===== src/rtl/cpu_pkg.sv =====
// cpu_pkg: shared CPU constants, including fetch state encodings, instruction lengths and the reset PC.
package cpu_pkg;
  typedef enum logic [2:0] {
    S_IDLE = 3'd0,
    S_OP   = 3'd1,
    S_B0   = 3'd2,
    S_B1   = 3'd3,
    S_B2   = 3'd4,
    S_OUT  = 3'd5
  } fetch_state_t;
  localparam logic [1:0] LEN_1 = 2'd1;
  localparam logic [1:0] LEN_2 = 2'd2;
  localparam logic [1:0] LEN_3 = 2'd3;
  localparam logic [15:0] RESET_PC_DEFAULT = 16'h1000;
endpackage


===== src/rtl/opcode_length.sv =====
// opcode_length: byte length of an NMOS 6502 opcode plus an illegal flag; illegal opcodes report length 1.
module opcode_length
  import cpu_pkg::*;
(
  input  logic [7:0] i_opcode,
  output logic [1:0] o_len,
  output logic       o_illegal
);
  always_comb begin
    o_len = LEN_1;
    o_illegal = 1'b0;
    case (i_opcode)
      8'h00, 8'h08, 8'h0A, 8'h18, 8'h28, 8'h2A, 8'h38, 8'h40, 8'h48, 8'h4A,
      8'h58, 8'h60, 8'h68, 8'h6A, 8'h78, 8'h88, 8'h8A, 8'h98, 8'h9A, 8'hA8,
      8'hAA, 8'hB8, 8'hBA, 8'hC8, 8'hCA, 8'hD8, 8'hE8, 8'hEA, 8'hF8: ;
      8'h01, 8'h05, 8'h06, 8'h09, 8'h10, 8'h11, 8'h15, 8'h16,
      8'h21, 8'h24, 8'h25, 8'h26, 8'h29, 8'h30, 8'h31, 8'h35, 8'h36,
      8'h41, 8'h45, 8'h46, 8'h49, 8'h50, 8'h51, 8'h55, 8'h56,
      8'h61, 8'h65, 8'h66, 8'h69, 8'h70, 8'h71, 8'h75, 8'h76,
      8'h81, 8'h84, 8'h85, 8'h86, 8'h90, 8'h91, 8'h94, 8'h95, 8'h96,
      8'hA0, 8'hA1, 8'hA2, 8'hA4, 8'hA5, 8'hA6, 8'hA9, 8'hB0, 8'hB1, 8'hB4, 8'hB5, 8'hB6,
      8'hC0, 8'hC1, 8'hC4, 8'hC5, 8'hC6, 8'hC9, 8'hD0, 8'hD1, 8'hD5, 8'hD6,
      8'hE0, 8'hE1, 8'hE4, 8'hE5, 8'hE6, 8'hE9, 8'hF0, 8'hF1, 8'hF5, 8'hF6: o_len = LEN_2;
      8'h0D, 8'h0E, 8'h19, 8'h1D, 8'h1E,
      8'h20, 8'h2C, 8'h2D, 8'h2E, 8'h39, 8'h3D, 8'h3E,
      8'h4C, 8'h4D, 8'h4E, 8'h59, 8'h5D, 8'h5E,
      8'h6C, 8'h6D, 8'h6E, 8'h79, 8'h7D, 8'h7E,
      8'h8C, 8'h8D, 8'h8E, 8'h99, 8'h9D,
      8'hAC, 8'hAD, 8'hAE, 8'hB9, 8'hBC, 8'hBD, 8'hBE,
      8'hCC, 8'hCD, 8'hCE, 8'hD9, 8'hDD, 8'hDE,
      8'hEC, 8'hED, 8'hEE, 8'hF9, 8'hFD, 8'hFE: o_len = LEN_3;
      default: o_illegal = 1'b1;
    endcase
  end
endmodule


===== src/rtl/cpu_fetch.sv =====
// cpu_fetch: 6502 fetch stage; reads opcode and operands, hands a bundle to decode, and owns PC writes.
// Define CPU_FETCH_ILLEGAL_EN to add the instr_illegal output.
module cpu_fetch
  import cpu_pkg::*;
#(
  parameter logic [15:0] RESET_PC = RESET_PC_DEFAULT
) (
  input  logic        clk,
  input  logic        reset,
  output logic [15:0] mem_addr,
  output logic        mem_rd,
  input  logic [7:0]  mem_rdata,
  output logic        instr_valid,
  input  logic        instr_ready,
  output logic [7:0]  instr_opcode,
  output logic [7:0]  instr_op_lo,
  output logic [7:0]  instr_op_hi,
  output logic [1:0]  instr_len,
  output logic [15:0] instr_pc,
`ifdef CPU_FETCH_ILLEGAL_EN
  output logic        instr_illegal,
`endif
  input  logic        redirect,
  input  logic [15:0] redirect_pc,
  output logic [15:0] pc_out,
  output logic        pc_we
);
  fetch_state_t r_state, w_next;
  logic [15:0] r_fptr, r_ipc;
  logic [7:0]  r_opcode, r_op_lo, r_op_hi;
  logic [1:0]  r_len, w_raw_len, w_len;
  logic        w_ill, w_accept;
  opcode_length u_len (
    .i_opcode (mem_rdata),
    .o_len    (w_raw_len),
    .o_illegal(w_ill)
  );
  assign w_len = w_ill ? LEN_1 : w_raw_len;
  always_comb begin
    w_accept = (r_state == S_OUT) && instr_ready;
    pc_we = !reset && (redirect || w_accept);
    pc_out = redirect ? redirect_pc : r_fptr + {14'd0, r_len};
    mem_rd = (r_state == S_OP) || (r_state == S_B0 && w_len != LEN_1) || (r_state == S_B1 && r_len == LEN_3);
    mem_addr = r_fptr + (r_state == S_B0 ? 16'd1 : r_state == S_B1 ? 16'd2 : 16'd0);
    instr_valid = r_state == S_OUT;
    w_next = redirect ? S_OP :
             r_state == S_IDLE ? S_OP :
             r_state == S_OP ? S_B0 :
             r_state == S_B0 ? (w_len == LEN_1 ? S_OUT : S_B1) :
             r_state == S_B1 ? (r_len == LEN_3 ? S_B2 : S_OUT) :
             r_state == S_B2 ? S_OUT :
             r_state == S_OUT ? (instr_ready ? S_OP : S_OUT) : S_IDLE;
  end
  always_ff @(posedge clk) begin
    if (reset) begin
      r_state <= S_IDLE;
      r_fptr <= RESET_PC;
      r_ipc <= 16'd0;
      r_opcode <= 8'd0;
      r_op_lo <= 8'd0;
      r_op_hi <= 8'd0;
      r_len <= 2'd0;
    end else begin
      r_state <= w_next;
      if (pc_we) r_fptr <= pc_out;
      // operands are cleared at opcode capture so unused bytes read as zero
      if (r_state == S_B0) begin
        r_opcode <= mem_rdata;
        r_ipc <= r_fptr;
        r_len <= w_len;
        r_op_lo <= 8'd0;
        r_op_hi <= 8'd0;
      end
      if (r_state == S_B1) r_op_lo <= mem_rdata;
      if (r_state == S_B2) r_op_hi <= mem_rdata;
    end
  end
`ifdef CPU_FETCH_ILLEGAL_EN
  logic r_illegal;
  always_ff @(posedge clk) begin
    if (reset) r_illegal <= 1'b0;
    else if (r_state == S_B0) r_illegal <= w_ill;
  end
  assign instr_illegal = r_illegal;
`endif
  assign instr_opcode = r_opcode;
  assign instr_op_lo = r_op_lo;
  assign instr_op_hi = r_op_hi;
  assign instr_len = r_len;
  assign instr_pc = r_ipc;
endmodule


===== config.mk =====
export PLATFORM = sky130hd
export DESIGN_NAME = cpu_fetch
export DESIGN_NICKNAME = d
export VERILOG_FILES = /design/src/rtl/cpu_pkg.sv /design/src/rtl/opcode_length.sv /design/src/rtl/cpu_fetch.sv
export SDC_FILE = /design/constraint.sdc
export NUM_CORES = 1
export LEC_CHECK = 0
export CAP_MARGIN = 20
export CORE_MARGIN = 2
export CORE_UTILIZATION = 53
export CTS_CLUSTER_DIAMETER = 40
export DETAILED_ROUTE_END_ITERATION = 7
export GPL_TIMING_DRIVEN = 0
export PLACE_DENSITY = 0.87
export SYNTH_ARGS = -nofsm -noshare
export SYNTH_HDL_FRONTEND = slang
export SYNTH_SLANG_ARGS = --single-unit
export TNS_END_PERCENT = 100

===== constraint.sdc =====
create_clock -name clk -period 6.65 [get_ports clk]
set_input_delay 1.995 -clock clk [delete_from_list [all_inputs] [get_ports clk]]
set_output_delay 1.995 -clock clk [all_outputs]
set_load 0.01 [all_outputs]

==> flow_summary.toml <==
[route]
drt-met1-wl_um = 5620
wl_um = 13200
first_iter_violations = 424
dr_wl_met2_um = 5960
vias = 4505
top_layer_used = "met4"
ant_nets = 0
dr_wl_met3_um = 1300
first_pass_iters = 5
wl_per_cell_um = 17.8
drcViolationCount = 0
via_per_inst = 6.07

[layout]
register_area_sq_um = 1220
layoutNonFillerInstCount = 742
antenna_cells = 0
final_nets = 672
fill_cells = 562
area_delta_synth_final_pct = 35.8
drive_above_1_share_pct = 10.4
multiInputGateArea_sq_um = 2430

[logic_synthesis]
synth_top_cell_by_area = "dfxtp_1"
ys_types = 67
synth-async-reset-ratio_pct = 0
synth_most_common_cell = "nand2_1"
synthTopCellsByCount = "91 x nand2_1, 61 x dfxtp_1, 42 x a21oi_1"
syn-cell-area_sq_um = 3910
synth-main-ff-cell = "dfxtp_1"
ys_seq_area_share_pct = 31.3
yosysTopAreaCellShare_pct = 31.3
synth_area_per_cell_sq_um = 7.46
syn_nets = 558
ys_ff_latch = 61
yosysWarnings = 0
syn_inst = 524
synth_edf_count = 0
synthTopCellsByArea = "dfxtp_1 31%, nand2_1 8.7%, a21oi_1 5.4%, xnor2_1 4.5%, a22o_1 4.0%"

[power_and_ir_drop]
p_leak_nw = 1.88
comb_power_share_pct = 22.4
switching_share_pct = 31.0
pwr-share-seq_pct = 41.3
p_int_mw = 0.644
peakVddDrop_v = 0.000190
power_density_nw_per_um2 = 176
p_sw_mw = 0.289
pwr-share-clk_pct = 36.3

[die]
rows = 31
initial_core_util_pct = 54.2
ios = 105
core_sq_um = 7210
die_y_um = 89.9
dieArea_sq_um = 8080
die_x_um = 89.9

[place]
dpl.hpwl_um = 9340
gp_congestion = 0.976
place_inst = 723
portBuffers = 100

[hold_path]
hp-start = "instr_pc[1]"
min_path_type = "reg2reg"

[clocking]
h-tree-depth = 3
cts.sinks = 61
cts_buffers = 9
root_buffer = "clkbuf_8"
path_clk_slew_ns = 0.08
cts_tree = "yes"
clock_latency_ns = 0.35
cts.hold.buffers_added = 0
cts.path.max_buffers = 2

[setup_path]
worstSetupEndpointType = "output pin"
crit_start = "mem_rdata[6]"
cp-start-kind = "primary input"
required_ns = 4.66
worstPathArrival_ns = 4.59
timing.rr.start = "r_fptr[4]"
cp_max_fo = 10
critPathKind = "in2out"

[global_routing]
overflow = 0
first_global_vias = 4168
antenna_found_initial = 0
grt_max_degree = 13
grt_pass1_wl_um = 21200
grt_usage_pct = 32.3

[timing]
period_needed_ns = 6.59
hold_viol_final = 0
skew_ns = 0.00955
period_share_pct = 99.1
max-slew-margin-rel_pct = 48.9
fmax_mhz = 152
worst_pin_slew_ns = 0.763
slew_violations = 0
whs_ns = 0.459
setup_viol = 0

[flow_run]
maxCapViolations = 0

[run_status]
status = "finished clean"
## per-stage QoR
step                worst slack, ns  instance area (sq um)  power, mW  TNS (ns)  utilization [%]
floorplan                     0.959                   3910      0.504         0                -
global placement             -0.402                   5030      0.587    -0.402             69.8
detailed placement           -0.439                   5030      0.589    -0.439             69.8
CTS                           0.112                   5270      0.923         0             73.0
global route                -0.0415                   5310      0.967   -0.0415             73.6
finish                       0.0602                   5310      0.933         0             73.6
## flip-flops by register name, indices dropped and copies added, names as in the netlist
signal	count
instr_opcode	8
r_state	3
instr_len	2
instr_op_hi	8
instr_pc	16
instr_op_lo	8
r_fptr	16
## worst paths after layout
path | slack, ns | cells past startpoint | to
max | 0.06 | 9 | mem_rd
min | 0.46 | 2 | instr_pc[1]
max reg2reg | 4.38 | 9 | r_fptr[13]
min reg2reg | 0.46 | 2 | instr_pc[1]
## area by class of cell
type | instances | share of cell area [%]
buffer | 53 | 4.93
inverter | 13 | 0.919
sequential | 61 | 23.0
multi-input combinational | 397 | 45.8
tap | 99 | 2.33
clock inverter | 7 | 1.44
clock buffer | 9 | 2.33
timing repair buffer | 103 | 19.3
## layout by cell type (no fill, tap or decap), types with 12 or more instances in the layout
| master | instances |
|---|---|
| nor2_1 | 39 |
| xnor2_1 | 20 |
| nand3_1 | 19 |
| o21ai_0 | 28 |
| buf_2 | 13 |
| a22o_1 | 18 |
| a21oi_1 | 42 |
| inv_1 | 12 |
| clkbuf_1 | 20 |
| nor3_1 | 14 |
| nand2_1 | 91 |
| dfxtp_1 | 61 |
| clkdlybuf4s50_1 | 97 |
## worst max-delay path, cell delays in order
cell	delay, ns
clkdlybuf4s50_1	0.57
clkbuf_1	0.42
o41ai_1	0.17
a22oi_1	0.20
o2111ai_2	0.20
nor4_4	0.32
and4b_4	0.30
o21ai_1	0.09
dlygate4sd2_1	0.32
## timing repair
item / CTS / global route
setup buffers: 1 / 2
gates resized for setup: 16 / 5
setup endpoints to repair: 1 / 1
pin swaps: 1 / 3
## logic make-up after synthesis
group                      share of synthesized area [%]
xor gates and xnor gates                            6.72
adders and majority gates                           2.31
buffers and inverters                               7.46
AOI/OAI and AO/OA                                   23.5
muxes                                               1.38
DFF                                                 31.3
and+or+nand+nor                                     27.4
## per-layer routing
layer | vias up | global-route usage [%]
li1 | 2068 | -
met1 | 2125 | 43.6
met2 | 281 | 49.2
met3 | 31 | 9.64
met4 | 0 | 11.4
met5 | - | 0
## power groups by stage
stage                     clock network [mW]  registers, mW  logic [mW]
after floorplan                            0          0.393       0.111
after global placement                     0          0.393       0.194
after detailed placement                   0          0.393       0.196
after CTS                              0.339          0.385       0.199
after global routing                   0.358          0.386       0.224
final                                  0.339          0.385       0.209
No activity file was read; power rests on OpenSTA's default activity.
